==> src/rtl/lsu_pkg.sv <==
// Shared constants for the load/store sequencer: funct3 codes, mutator commands,
// FSM states and the request legality check.
package lsu_pkg;

    localparam logic [2:0] F3_B  = 3'b000;
    localparam logic [2:0] F3_H  = 3'b001;
    localparam logic [2:0] F3_W  = 3'b010;
    localparam logic [2:0] F3_BU = 3'b100;
    localparam logic [2:0] F3_HU = 3'b101;

    localparam logic [2:0] CMD_WORD    = 3'b000;
    localparam logic [2:0] CMD_ZERO    = 3'b001;
    localparam logic [2:0] CMD_HALF_LO = 3'b010;
    localparam logic [2:0] CMD_HALF_HI = 3'b011;
    localparam logic [2:0] CMD_BYTE0   = 3'b100;

    typedef enum logic [1:0] {
        ST_IDLE   = 2'd0,
        ST_ACCESS = 2'd1,
        ST_RESP   = 2'd2
    } state_e;

    // True when the request must be answered with an error and no memory access.
    function automatic logic req_is_bad(input logic we, input logic [2:0] f3,
                                        input logic [1:0] addr_lo);
        logic illegal;
        logic misaligned;
        illegal    = we ? (f3 > F3_W) : (f3 == 3'b011 || f3 == 3'b110 || f3 == 3'b111);
        misaligned = (f3[1:0] == 2'b01 && addr_lo[0]) || (f3[1:0] == 2'b10 && addr_lo != 2'b00);
        return illegal || misaligned;
    endfunction

endpackage

==> src/rtl/lsu_sequencer_if.sv <==
// Bundle of core request, memory port, mutator and response signals.
// The sequencer uses the slave modport; the core/memory environment uses master.
interface lsu_sequencer_if #(
    parameter int ADDR_W = 32
) ();
    logic              req_valid;
    logic              req_ready;
    logic              req_we;
    logic [2:0]        req_funct3;
    logic [ADDR_W-1:0] req_addr;
    logic [31:0]       req_wdata;

    logic              mem_req;
    logic              mem_we;
    logic [ADDR_W-1:0] mem_addr;
    logic [3:0]        mem_be;
    logic [31:0]       mem_wdata;
    logic              mem_ack;
    logic [31:0]       mem_rdata;

    logic [2:0]        mut_command;
    logic [31:0]       mut_data;
    logic [31:0]       mut_q;

    logic              resp_valid;
    logic [31:0]       resp_rdata;
    logic              resp_err;

    modport slave (
        input  req_valid, req_we, req_funct3, req_addr, req_wdata,
        input  mem_ack, mem_rdata, mut_q,
        output req_ready, mem_req, mem_we, mem_addr, mem_be, mem_wdata,
        output mut_command, mut_data, resp_valid, resp_rdata, resp_err
    );

    modport master (
        output req_valid, req_we, req_funct3, req_addr, req_wdata,
        output mem_ack, mem_rdata, mut_q,
        input  req_ready, mem_req, mem_we, mem_addr, mem_be, mem_wdata,
        input  mut_command, mut_data, resp_valid, resp_rdata, resp_err
    );
endinterface

==> src/rtl/lsu_store_align.sv <==
// Combinational lane steering: byte enables, replicated store data and the
// mutator command for a load, derived from funct3 and the low address bits.
module lsu_store_align
    import lsu_pkg::*;
(
    input  logic        we_i,
    input  logic [2:0]  funct3_i,
    input  logic [1:0]  addr_lo_i,
    input  logic [31:0] wdata_i,
    output logic [3:0]  be_o,
    output logic [31:0] wdata_o,
    output logic [2:0]  cmd_o
);

    // NOTE: every output gets a default first so no path through the cases infers a latch.
    always_comb begin
        be_o    = 4'b1111;
        wdata_o = wdata_i;
        cmd_o   = CMD_WORD;
        if (we_i) begin
            cmd_o = CMD_ZERO;
            case (funct3_i[1:0])
                2'b00: begin
                    be_o    = 4'b0001 << addr_lo_i;
                    wdata_o = {4{wdata_i[7:0]}};
                end
                2'b01: begin
                    be_o    = addr_lo_i[1] ? 4'b1100 : 4'b0011;
                    wdata_o = {2{wdata_i[15:0]}};
                end
                default: ;
            endcase
        end else begin
            case (funct3_i[1:0])
                2'b00:   cmd_o = {CMD_BYTE0[2], addr_lo_i};
                2'b01:   cmd_o = addr_lo_i[1] ? CMD_HALF_HI : CMD_HALF_LO;
                default: ;
            endcase
        end
    end

endmodule

==> src/rtl/lsu_sequencer.sv <==
// Load/store sequencer: one request at a time, single word access with req/ack,
// load data returned through the external mutator. Optional macro LSU_TIMEOUT_EN
// bounds the wait for mem_ack to TIMEOUT_CYCLES cycles.
module lsu_sequencer
    import lsu_pkg::*;
#(
    parameter int ADDR_W         = 32,
    parameter int TIMEOUT_CYCLES = 256
) (
    input  logic clk,
    input  logic rst,
    lsu_sequencer_if.slave bus
);

    if (TIMEOUT_CYCLES < 1) begin : g_bad_timeout
        $error("TIMEOUT_CYCLES must be at least 1");
    end

    state_e            state_q, state_d;
    logic              we_q, we_d;
    logic [2:0]        f3_q, f3_d;
    logic              err_q, err_d;
    logic [ADDR_W-1:0] addr_q, addr_d;
    logic [3:0]        be_q, be_d;
    logic [31:0]       wdata_q, wdata_d;
    logic [2:0]        cmd_q, cmd_d;
    logic [31:0]       mdata_q, mdata_d;

    logic [3:0]        al_be;
    logic [31:0]       al_wdata;
    logic [2:0]        al_cmd;
    logic              bad_req;
    logic              timed_out;

    lsu_store_align u_align (
        .we_i      (bus.req_we),
        .funct3_i  (bus.req_funct3),
        .addr_lo_i (bus.req_addr[1:0]),
        .wdata_i   (bus.req_wdata),
        .be_o      (al_be),
        .wdata_o   (al_wdata),
        .cmd_o     (al_cmd)
    );

    assign bad_req = req_is_bad(bus.req_we, bus.req_funct3, bus.req_addr[1:0]);

`ifdef LSU_TIMEOUT_EN
    localparam int CNT_W = $clog2(TIMEOUT_CYCLES + 1);
    logic [CNT_W-1:0] cnt_q, cnt_d;

    always_comb begin
        cnt_d = '0;
        if (state_q == ST_ACCESS) cnt_d = cnt_q + 1'b1;
    end

    always_ff @(posedge clk or posedge rst) begin
        if (rst) cnt_q <= '0;
        else     cnt_q <= cnt_d;
    end

    // cnt_q counts completed ACCESS cycles, so mem_req stays up exactly TIMEOUT_CYCLES cycles.
    assign timed_out = (cnt_q == CNT_W'(TIMEOUT_CYCLES - 1));
`else
    assign timed_out = 1'b0;
`endif

    always_comb begin
        state_d = state_q;
        we_d    = we_q;
        f3_d    = f3_q;
        err_d   = err_q;
        addr_d  = addr_q;
        be_d    = be_q;
        wdata_d = wdata_q;
        cmd_d   = cmd_q;
        mdata_d = mdata_q;
        case (state_q)
            ST_IDLE: begin
                if (bus.req_valid) begin
                    we_d  = bus.req_we;
                    f3_d  = bus.req_funct3;
                    err_d = bad_req;
                    if (bad_req) begin
                        cmd_d   = CMD_ZERO;
                        state_d = ST_RESP;
                    end else begin
                        cmd_d   = al_cmd;
                        addr_d  = {bus.req_addr[ADDR_W-1:2], 2'b00};
                        be_d    = al_be;
                        wdata_d = al_wdata;
                        state_d = ST_ACCESS;
                    end
                end
            end
            ST_ACCESS: begin
                if (bus.mem_ack) begin
                    mdata_d = bus.mem_rdata;
                    state_d = ST_RESP;
                end else if (timed_out) begin
                    err_d   = 1'b1;
                    state_d = ST_RESP;
                end
            end
            ST_RESP: state_d = ST_IDLE;
            default: state_d = ST_IDLE;
        endcase
    end

    // NOTE: sequential state uses non-blocking assignments so every register samples pre-edge values.
    always_ff @(posedge clk or posedge rst) begin
        if (rst) begin
            state_q <= ST_IDLE;
            we_q    <= 1'b0;
            f3_q    <= 3'b000;
            err_q   <= 1'b0;
            addr_q  <= '0;
            be_q    <= 4'b0000;
            wdata_q <= 32'h0;
            cmd_q   <= CMD_ZERO;
            mdata_q <= 32'h0;
        end else begin
            state_q <= state_d;
            we_q    <= we_d;
            f3_q    <= f3_d;
            err_q   <= err_d;
            addr_q  <= addr_d;
            be_q    <= be_d;
            wdata_q <= wdata_d;
            cmd_q   <= cmd_d;
            mdata_q <= mdata_d;
        end
    end

    // Strobes decode straight from the state so an async reset drops mem_req at once.
    assign bus.req_ready   = (state_q == ST_IDLE);
    assign bus.mem_req     = (state_q == ST_ACCESS);
    assign bus.mem_we      = (state_q == ST_ACCESS) && we_q;
    assign bus.mem_addr    = addr_q;
    assign bus.mem_be      = be_q;
    assign bus.mem_wdata   = wdata_q;
    assign bus.mut_command = cmd_q;
    assign bus.mut_data    = mdata_q;
    assign bus.resp_valid  = (state_q == ST_RESP);
    assign bus.resp_err    = (state_q == ST_RESP) && err_q;

    always_comb begin
        bus.resp_rdata = 32'h0;
        if (state_q == ST_RESP && !err_q && !we_q) begin
            case (f3_q)
                F3_B:    bus.resp_rdata = {{24{bus.mut_q[7]}}, bus.mut_q[7:0]};
                F3_H:    bus.resp_rdata = {{16{bus.mut_q[15]}}, bus.mut_q[15:0]};
                default: bus.resp_rdata = bus.mut_q;
            endcase
        end
    end

endmodule
==> src/flat_wrapper.sv <==
// flat-port wrapper written by rule: the top's interface ports become plain ports
module lsu_sequencer_flat import lsu_pkg::*;
#(
    parameter int ADDR_W         = 32,
    parameter int TIMEOUT_CYCLES = 256
)
  (clk, rst, bus_req_valid, bus_req_we, bus_req_funct3, bus_req_addr, bus_req_wdata, bus_mem_ack, bus_mem_rdata, bus_mut_q, bus_req_ready, bus_mem_req, bus_mem_we, bus_mem_addr, bus_mem_be, bus_mem_wdata, bus_mut_command, bus_mut_data, bus_resp_valid, bus_resp_rdata, bus_resp_err);
  lsu_sequencer_if #(.ADDR_W(ADDR_W)) bus_i ();
  input  logic clk;
  input  logic rst;
  input wire logic [$bits(bus_i.req_valid)-1:0] bus_req_valid;
  input wire logic [$bits(bus_i.req_we)-1:0] bus_req_we;
  input wire logic [$bits(bus_i.req_funct3)-1:0] bus_req_funct3;
  input wire logic [$bits(bus_i.req_addr)-1:0] bus_req_addr;
  input wire logic [$bits(bus_i.req_wdata)-1:0] bus_req_wdata;
  input wire logic [$bits(bus_i.mem_ack)-1:0] bus_mem_ack;
  input wire logic [$bits(bus_i.mem_rdata)-1:0] bus_mem_rdata;
  input wire logic [$bits(bus_i.mut_q)-1:0] bus_mut_q;
  output wire logic [$bits(bus_i.req_ready)-1:0] bus_req_ready;
  output wire logic [$bits(bus_i.mem_req)-1:0] bus_mem_req;
  output wire logic [$bits(bus_i.mem_we)-1:0] bus_mem_we;
  output wire logic [$bits(bus_i.mem_addr)-1:0] bus_mem_addr;
  output wire logic [$bits(bus_i.mem_be)-1:0] bus_mem_be;
  output wire logic [$bits(bus_i.mem_wdata)-1:0] bus_mem_wdata;
  output wire logic [$bits(bus_i.mut_command)-1:0] bus_mut_command;
  output wire logic [$bits(bus_i.mut_data)-1:0] bus_mut_data;
  output wire logic [$bits(bus_i.resp_valid)-1:0] bus_resp_valid;
  output wire logic [$bits(bus_i.resp_rdata)-1:0] bus_resp_rdata;
  output wire logic [$bits(bus_i.resp_err)-1:0] bus_resp_err;
  assign bus_i.req_valid = bus_req_valid;
  assign bus_i.req_we = bus_req_we;
  assign bus_i.req_funct3 = bus_req_funct3;
  assign bus_i.req_addr = bus_req_addr;
  assign bus_i.req_wdata = bus_req_wdata;
  assign bus_i.mem_ack = bus_mem_ack;
  assign bus_i.mem_rdata = bus_mem_rdata;
  assign bus_i.mut_q = bus_mut_q;
  assign bus_req_ready = bus_i.req_ready;
  assign bus_mem_req = bus_i.mem_req;
  assign bus_mem_we = bus_i.mem_we;
  assign bus_mem_addr = bus_i.mem_addr;
  assign bus_mem_be = bus_i.mem_be;
  assign bus_mem_wdata = bus_i.mem_wdata;
  assign bus_mut_command = bus_i.mut_command;
  assign bus_mut_data = bus_i.mut_data;
  assign bus_resp_valid = bus_i.resp_valid;
  assign bus_resp_rdata = bus_i.resp_rdata;
  assign bus_resp_err = bus_i.resp_err;
  lsu_sequencer #(.ADDR_W(ADDR_W), .TIMEOUT_CYCLES(TIMEOUT_CYCLES)) u_core (.clk(clk), .rst(rst), .bus(bus_i));
endmodule
==> config.mk <==
export PLATFORM = sky130hd
export DESIGN_NAME = lsu_sequencer_flat
export DESIGN_NICKNAME = d
export VERILOG_FILES = /design/src/rtl/lsu_pkg.sv /design/src/rtl/lsu_sequencer_if.sv /design/src/rtl/lsu_store_align.sv /design/src/rtl/lsu_sequencer.sv /design/src/flat_wrapper.sv
export SDC_FILE = /design/constraint.sdc
export NUM_CORES = 1
export LEC_CHECK = 0
export CORE_MARGIN = 3
export CORE_UTILIZATION = 42
export DETAILED_ROUTE_END_ITERATION = 7
export PLACE_DENSITY = 0.86
export SLEW_MARGIN = 20
export SYNTH_ARGS = -nofsm -noshare
export SYNTH_HDL_FRONTEND = slang
export SYNTH_SLANG_ARGS = --single-unit
==> constraint.sdc <==
create_clock -name clk -period 11.6 [get_ports clk]
set_clock_uncertainty 0.15 [all_clocks]
set_input_delay 2.32 -clock clk [delete_from_list [all_inputs] [get_ports clk]]
set_output_delay 2.32 -clock clk [all_outputs]
set_load 0.05 [all_outputs]
== Word-level counts from Yosys, hierarchy flattened ==
Cells that the tools add are included.
Word-level totals
  output and inout bits: 140
  latch bits: 0
  word-level logic and storage cells: 58
  bits in writable memories: 0
  memory bits (read-only): 0
  memories: 0
  register bits: 108
Operators by class
  bitwise operators: 1
  muxes and demuxes: 16
  shifts and indexed selects: 1
  order comparisons: 1
  multipliers: 0
  reductions and logical operators: 20
  equal/unequal tests: 10
  div/mod/pow operators: 0
  $add $sub $neg: 0
Operators with widths (number)
  $pmux 32 s2: 2
  $mux 32: 2
  $mux 4: 2
  $pmux 4 s2: 1
  $eq 3x3->1 const B: 2
  $logic_and 1x1->1: 6
  $mux 2: 3
  $mux 3: 2
  $pmux 3 s2: 1
  $reduce_and 2->1: 3
  $eq 2x1->1 const B: 2
  $eq 2x2->1 const B: 2
  $logic_not 2->1: 2
  $logic_or 1x1->1: 4
  $ne 2x2->1 const B: 2
  $pmux 2 s2: 1
  $shl 1x2->4 const A: 1
  $eq 3x1->1 const B: 1
  $eq 3x2->1 const B: 1
  $gt 3x2->1 const B: 1
  $logic_not 3->1: 1
  $reduce_and 3->1: 1
  $logic_not 1->1: 2
  $mux 1: 2
  2 further kinds: 2

== Longest topological paths before layout ==
Gate-level depths: netlist of run 1.
  word-level depth: 8
  depth in mapped cells: 6

== Cells and area by module ==
From an unflattened synthesis of run 1, not the netlist that was laid out.
Unflattened totals
  cells, all modules: 365
  area total of the unflattened synthesis: 5147.4 um2
Modules (own cells, without submodules)
  lsu_sequencer: area an instance 4561.9 um2, cells an instance 307, times used 1, sequential area each 2703.8 um2
  lsu_store_align: area an instance 585.6 um2, cells an instance 58, times used 1, sequential area each 0.0 um2

== Worst setup path after synthesis of run 1 ==
No wires, ideal clock.
  path type: input to output
  from: in bus_mut_q[7]
  to: out bus_resp_rdata[10]
  stages on the path: 2
  data required time: 9.130 ns
  setup slack: 5.824 ns
  arrival time: 3.306 ns
  path buffers: 0
  cells stage by stage: nand3b_1 -> a21oi_1
On the way
  longest elaborated chain between the ends: 2
RTL lines
  start, declared: RTL line flat_wrapper.sv:18  | input wire logic [$bits(bus_i.mut_q)-1:0] bus_mut_q;
  $pmux 32 s2: RTL line lsu_sequencer.sv:149  | case (f3_q)
  $mux 32: RTL line lsu_sequencer.sv:148  | if (state_q == ST_RESP && !err_q && !we_q) begin
  end, declared: RTL line flat_wrapper.sv:28  | output wire logic [$bits(bus_i.resp_rdata)-1:0] bus_resp_rdata;
No other way between the ends.

== Final worst setup path of run 1 ==
  from: in bus_mut_q[7]
  to: out bus_resp_rdata[24]
Same word-level chain as after synthesis.

==> impl_results.md, run 1 <==
* Status: completed
* Longest Clk Path Bufs at 2
* Worst vdd ir at 0.0001838 V
* Final setup violation count at 0
* PnR worst setup slack at 4744 ps
* Clock transition at path regs at 70 ps
* Setup WS pre-CTS at 4722 ps
* Root buf cell: clkbuf_16
* Yosys cell types at 33
* Post-synthesis sequential area ratio at 0.5389
* Initial Util at 0.4338
* Pre-antenna DRT Iters at 4
* DIE AREA at 0.01329 mm²
* Total CTS buffers at 9
* Clock tree sinks at 108
* Grt ovf at 0
* Final wirelength at 14.08 mm
* Hold Vio Cnt, Final at 0
* Synth Register Bits at 108
* Minimum clock period at 6856 ps
* Pin count of the biggest net entering global routing at 61
* Post-CTS Repair Setup Buffers at 0
* Num ports at 276
* CP cell instances: clkdlybuf4s50_1 -> mux2i_1 -> a21oi_4 -> o21a_1 -> clkdlybuf4s50_1
* Cell family with most CP delay: buffers and inverters
* RSZ-0062 raised after global routing: false
* Setup_tns at 0 ps
* Die width at 115.3 µm
* Setup crit start kind: input pin
* Core Area at 0.01156 mm²
* Slowest cell on crit path: clkdlybuf4s50_1
* Worst skew pair latency at 330 ps
* Critical path type: input pin to output port
* Leakage at 3.411 nW
* Gr usage total at 0.2053
* Final Cycle Share at 0.5910
* Post-CTS Resized at 0
* Crit-path most repeated cell: clkdlybuf4s50_1
* Row count at 39
* Post-Syn Instances at 347
* Arr. time, crit path at 4390 ps
* CP max FO at 17
* Data required, critical path at 9130 ps
* Max-cap violations at 0
* Max incr delay on CP at 800 ps
* Final instance area at 0.008190 mm²
* Drt wl/cell at 18.51 µm
* Worst Path Buf+Inv at 2
* Syn. warnings at 0
* GPL Wtd Cong at 0.7567
* Fill count at 819
* Number of DRC markers in iteration 0 at 105
* CP Capture Type: output port
* Initial antenna violation count at 0
* Layout cells sized above 1 at 0.2605
* Vias after detailed routing at 3814
* Hold_buf cts at 0
* Post-detail-place hpwl at 10.83 mm
* Syn avg cell area at 14.46 µm²
* Nets at 750
* Maximum clock rate at 145.9 MHz
* # diodes at 0
* Global-route wire length before repair at 21.31 mm
* Pwr per Cell Area at 265.1 mW/mm²
* DRT antenna net count at 0
* Area growth syn-to-layout at 63.24%
* Die height at 115.3 µm
* Area occupied by registers at 0.002704 mm²
* Post-route DRC violation count at 0
* Dpl cell area at 0.007831 mm²
* Synthesized cell area at 0.005017 mm²
* Multi-input gate area at 0.002177 mm²
* Port-buffer cells at 273
* Drt via density at 5.012
* CTS tree: built
* Vias in the first global route at 4120
* Fin. max-slew vios at 0
* Max-slew headroom at 0.3893
* H-tree Lvls at 3
* Worst-margin pin slew at 913.2 ps
* Hold Path Class: flop to flop
==> final timing paths <==
kind	start	to	slack (ps)	cells after the start
setup / recovery	bus_mut_q[7]	bus_resp_rdata[24]	4740	5
hold / removal	u_core.bus.mut_command[1]$_DFFE_PP0P_	u_core.bus.mut_command[1]$_DFFE_PP0P_	350	2
setup reg to reg	u_core.state_q[0]$_DFFE_PP0P_	u_core.bus.mem_wdata[28]$_DFFE_PP0P_	8980	4
hold reg to reg	u_core.bus.mut_command[1]$_DFFE_PP0P_	u_core.bus.mut_command[1]$_DFFE_PP0P_	350	2
max in group asynchronous	rst	u_core.bus.mem_addr[17]$_DFFE_PP0P_	7830	3
min in group asynchronous	rst	u_core.bus.mem_addr[22]$_DFFE_PP0P_	2320	2
==> registers in the layout (all words and copies together) (netlist names) <==
register / count
u_core.err_q: 1
u_core.f3_q: 3
u_core.bus.mem_wdata: 32
u_core.state_q: 2
u_core.bus.mem_addr: 30
u_core.bus.mut_command: 3
u_core.we_q: 1
u_core.bus.mut_data: 32
u_core.bus.mem_be: 4
==> cell families after synthesis <==
kind of cell    after synthesis  synth area share
compound gates               47           0.06509
simple gates                 30           0.03915
mux                         136            0.3267
flops                       108            0.5389
other cells                   1         0.0007474
buf+inv                      25           0.02943
==> metal layers <==
layer / global-route usage / up-vias / routed length [µm]
li1: - / 1764 / -
met1: 0.2192 / 1864 / 5136
met2: 0.3850 / 165 / 7499
met3: 0.06158 / 21 / 1149
met4: 0.06573 / 0 / 297
met5: 0 / - / 0
==> cells in the final DEF, fill, tap and decap left out <==
cell type / instances
clkdlybuf4s50_1: 273
dfrtp_1: 107
mux2_2: 106
mux2_4: 29
o21a_1: 18
o21ai_0: 13
and2_1: 10
a21oi_1: 9
clkbuf_16: 9
nor2_1: 5
bufinv_16: 4
buf_4: 4
nand2_1: 3
nor2b_1: 3
inv_1: 2
conb_1: 2
nor2b_4: 1
nor4_4: 1
a221oi_2: 1
or3b_1: 1
o21bai_4: 1
o41ai_1: 1
mux2i_1: 1
or4b_1: 1
a21oi_4: 1
nand3b_1: 1
or2_0: 1
nor3b_1: 1
inv_4: 1
nor3b_2: 1
o22ai_1: 1
nor3_1: 1
o211ai_1: 1
a2bb2oi_1: 1
clkinv_2: 1
clkbuf_1: 1
dfstp_2: 1
==> cell usage after synthesis <==
| library cell | n | area, µm² |
|---|---|---|
| dfrtp_1 | 107 | 2678 |
| mux2_2 | 106 | 1194 |
| mux2_4 | 29 | 435.4 |
| o21a_1 | 18 | 135.1 |
| o21ai_0 | 13 | 65.06 |
| and2_1 | 10 | 62.56 |
| buf_2 | 10 | 50.05 |
| a21oi_1 | 9 | 45.04 |
| clkbuf_1 | 5 | 18.77 |
| nor2_1 | 5 | 18.77 |
| buf_6 | 4 | 45.04 |
| nor2b_1 | 4 | 25.02 |
| buf_4 | 3 | 22.52 |
| inv_1 | 3 | 11.26 |
| nand2_1 | 3 | 11.26 |
| a21oi_4 | 1 | 16.27 |
| a221oi_2 | 1 | 15.01 |
| a2bb2oi_1 | 1 | 8.760 |
| conb_1 | 1 | 3.750 |
| dfstp_2 | 1 | 26.28 |
| mux2i_1 | 1 | 10.01 |
| nand3b_1 | 1 | 7.510 |
| nor3_1 | 1 | 5.000 |
| nor3b_1 | 1 | 7.510 |
| nor3b_2 | 1 | 12.51 |
| nor4_4 | 1 | 21.27 |
| o211ai_1 | 1 | 7.510 |
| o21bai_4 | 1 | 18.77 |
| o22ai_1 | 1 | 6.260 |
| o41ai_1 | 1 | 8.760 |
| or2_0 | 1 | 6.260 |
| or3b_1 | 1 | 8.760 |
| or4b_1 | 1 | 10.01 |
==> worst min-delay path: stages (launching register included) <==
cell and delay (ps):
dfrtp_1 360, nand2_1 50, o21ai_0 60
==> metrics by stage <==
stage	instances	power (mW)	util	hold WS (ps)
after floorplan	348	1.387	-	345.4
after global placement	746	1.796	0.6772	317.1
after detailed placement	746	1.819	0.6772	341.7
after CTS	761	2.188	0.7078	357.3
after global routing	761	2.253	0.7082	374.8
final	761	2.171	0.7082	353.9
==> area by class of cell <==
type / instances / area share
clock buffer: 10 / 0.02796
clock inverter: 5 / 0.01528
inverter: 3 / 0.001680
multi-input combinational: 215 / 0.2658
sequential: 108 / 0.3301
tap: 143 / 0.02185
timing repair buffer: 277 / 0.3373
==> power by group <==
| group | switching [mW] | leakage, nW | total, mW | internal [mW] |
|---|---|---|---|---|
| combinational | 0.740 | 1.96 | 1.19 | 0.453 |
| clock | 0.133 | 0.173 | 0.364 | 0.232 |
| sequential | 0.0847 | 1.28 | 0.615 | 0.530 |
| total | 0.957 | 3.41 | 2.17 | 1.21 |
Note: power is estimated with default switching activity, not from simulation.
==> inputs of run 2 (changes only) <==
- CORE_UTILIZATION: 42 -> 39
- PLACE_DENSITY: 0.86 -> 0.81
- clock period: 11.6 -> 6.5 ns (I/O delays scaled with it)
==> run 2 against run 1 <==
Effect of this change: flip-flop and latch count is the same; global-route usage grew 0.083 points; final cell count grew 3.4%; via count grew 0.66%; combinational power grew 79%; utilization shrank 4.4 points; clock power grew 41%; first-iteration DRC count grew 12%; highest routed layer unchanged.
==> impl_results.md, run 2 (same netlist as run 1, synthesis figures left out) <==
* Number of DRC markers in iteration 0 at 118 (+12%)
* WL met1 at 5.202 mm (+1.3%)
* # diodes at 0 (unchanged)
* Post-detail-place hpwl at 11.32 mm (+4.5%)
* Layout cells sized above 1 at 0.2633 (+0.002810)
* Port-buffer cells at 273 (unchanged)
* DP Cell Count at 771 (+3.4%)
* CP Capture Type: output port
* Pre-antenna DRT Iters at 4 (unchanged)
* Final setup violation count at 0 (unchanged)
* Vias after detailed routing at 3839 (+0.66%)
* Max incr delay on CP at 810 ps (about the same)
* Die width at 119.4 µm (+3.6%)
* Final wirelength at 14.65 mm (+4.0%)
* Drt via density at 4.878 (-2.7%)
* Final Cycle Share at 0.7370
* Die height at 119.4 µm (+3.6%)
* Initial antenna violation count at 0 (unchanged)
* Root buf cell: clkbuf_16
* DRT antenna net count at 0 (unchanged)
* Clock transition at path regs at 70 ps (about the same)
* Met3 wire len at 1.222 mm (+6.4%)
* Fin. max-slew vios at 0 (unchanged)
* Maximum clock rate at 208.7 MHz
* RSZ-0062 raised after global routing: false
* Worst vdd ir at 0.0004367 V (+140%)
* Post-CTS Repair Setup Buffers at 0 (unchanged)
* Longest Clk Path Bufs at 2 (unchanged)
* Pwr per Cell Area at 457.5 mW/mm² (+73%)
* Grt ovf at 0 (unchanged)
* Arr. time, crit path at 3340 ps (-1050 ps)
* Row count at 40 (+2.6%)
* Critical path type: input pin to output port
* Area growth syn-to-layout at 62.94%
* Initial Util at 0.4075 (-0.02632)
* Max-slew headroom at 0.3169 (-0.07243)
* Post-Layout Cell Count at 787 (+3.4%)
* Setup_tns at 0 ps (unchanged)
* Worst skew pair latency at 340 ps (about the same)
* Post-route DRC violation count at 0 (unchanged)
* H-tree Lvls at 3 (unchanged)
* Pin count of the biggest net entering global routing at 60 (-1.6%)
* Hold Path Class: flop to flop
* DIE AREA at 0.01426 mm² (+7.3%)
* Clock tree sinks at 108 (unchanged)
* Total CTS buffers at 9 (unchanged)
* Gr usage total at 0.2061 (+0.0008312)
* Worst-margin pin slew at 1020 ps (+106.9 ps)
* Post-CTS Resized at 0 (unchanged)
* Reg2reg path depth at 4 (unchanged)
* Global-route wire length before repair at 23.14 mm (+8.6%)
* CP max FO at 17 (unchanged)
* Drt wl/cell at 18.61 µm (+0.57%)
* Commonest non-fill, non-tap cells in the layout: clkdlybuf4s50_1 (273), dfrtp_1 (107), mux2_2 (106), mux2_4 (29), o21a_1 (18)
* Minimum clock period at 4791 ps
* Nets at 750 (unchanged)
* Status: completed
* Leakage at 3.374 nW (-1.1%)
* Hold_buf cts at 0 (unchanged)
* CTS tree: built
* Slowest cell on crit path: clkdlybuf4s50_1
* Crit-path most repeated cell: clkdlybuf4s50_1
* Hold path cells at 2 (unchanged)
* Num ports at 276 (unchanged)
* Vias in the first global route at 4236 (+2.8%)
* Data required, critical path at 5050 ps (-4080 ps)
* GPL Wtd Cong at 0.7276 (-3.8%)
* Metal2 WL at 7.935 mm (+5.8%)
* DR top layer: met4
* Setup crit start kind: input pin
* Max-cap violations at 0 (unchanged)
* Most common cell after layout, fill and taps aside: clkdlybuf4s50_1
* Core Area at 0.01231 mm² (+6.5%)
* Hold Vio Cnt, Final at 0 (unchanged)
* CP cell instances: clkdlybuf4s50_1 -> mux2i_1 -> a21oi_4 -> o21a_1 -> clkdlybuf4s50_1
[run 2: critical path, delay by kind of cell]
family / cells / cell delay (ps)
mux: 1 / 130
compound gates: 2 / 580
buf+inv: 2 / 1330
[run 2: routing by layer]
layer,track usage,vias to the layer above
met3,0.06743,19
met5,0,-
met1,0.2128,1875
li1,-,1774
met2,0.3882,171
met4,0.07087,0
[run 2: cell type report]
type | instances | area (µm²)
Multi-Input combinational cell | 215 | 2175
Tap cell | 168 | 210.2
Inverter | 3 | 13.76
Sequential cell | 108 | 2704
Clock buffer | 10 | 229.0
Timing Repair Buffer | 277 | 2795
Clock inverter | 6 | 48.80
Fill cell | 946 | 4136
[run 2: where the power goes]
| group | internal, mW | switching [mW] |
|---|---|---|
| combinational | 0.809 | 1.32 |
| clock | 0.263 | 0.250 |
| sequential | 0.946 | 0.152 |
[run 2: final timing paths]
check / from / endpoint / slack [ps]
worst max-delay path: bus_mut_q[7] / bus_resp_rdata[16] / 1710
worst min-delay path: u_core.bus.mut_command[1]$_DFFE_PP0P_ / u_core.bus.mut_command[1]$_DFFE_PP0P_ / 330
worst max register to register: u_core.state_q[0]$_DFFE_PP0P_ / u_core.bus.mem_addr[8]$_DFFE_PP0P_ / 4190
worst min register to register: u_core.bus.mut_command[1]$_DFFE_PP0P_ / u_core.bus.mut_command[1]$_DFFE_PP0P_ / 330
max in group asynchronous: rst / u_core.bus.mem_addr[15]$_DFFE_PP0P_ / 3780
min in group asynchronous: rst / u_core.bus.mem_addr[31]$_DFFE_PP0P_ / 1230
[run 2: through the flow]
step | total power [mW] | setup slack, ps | utilization | instance area (µm²) | hold WS (ps)
6_report | 3.740 | 1709 | 0.6640 | 8175 | 329.5
5_1_grt | 3.899 | 1574 | 0.6640 | 8175 | 359.4
4_1_cts | 3.777 | 1696 | 0.6638 | 8173 | 336.2
3_5_place_dp | 3.249 | 1704 | 0.6413 | 7895 | 320.8
3_3_place_gp | 3.209 | 1766 | 0.6390 | 7868 | 307.3
2_1_floorplan | 2.474 | 2206 | - | 5021 | 345.4
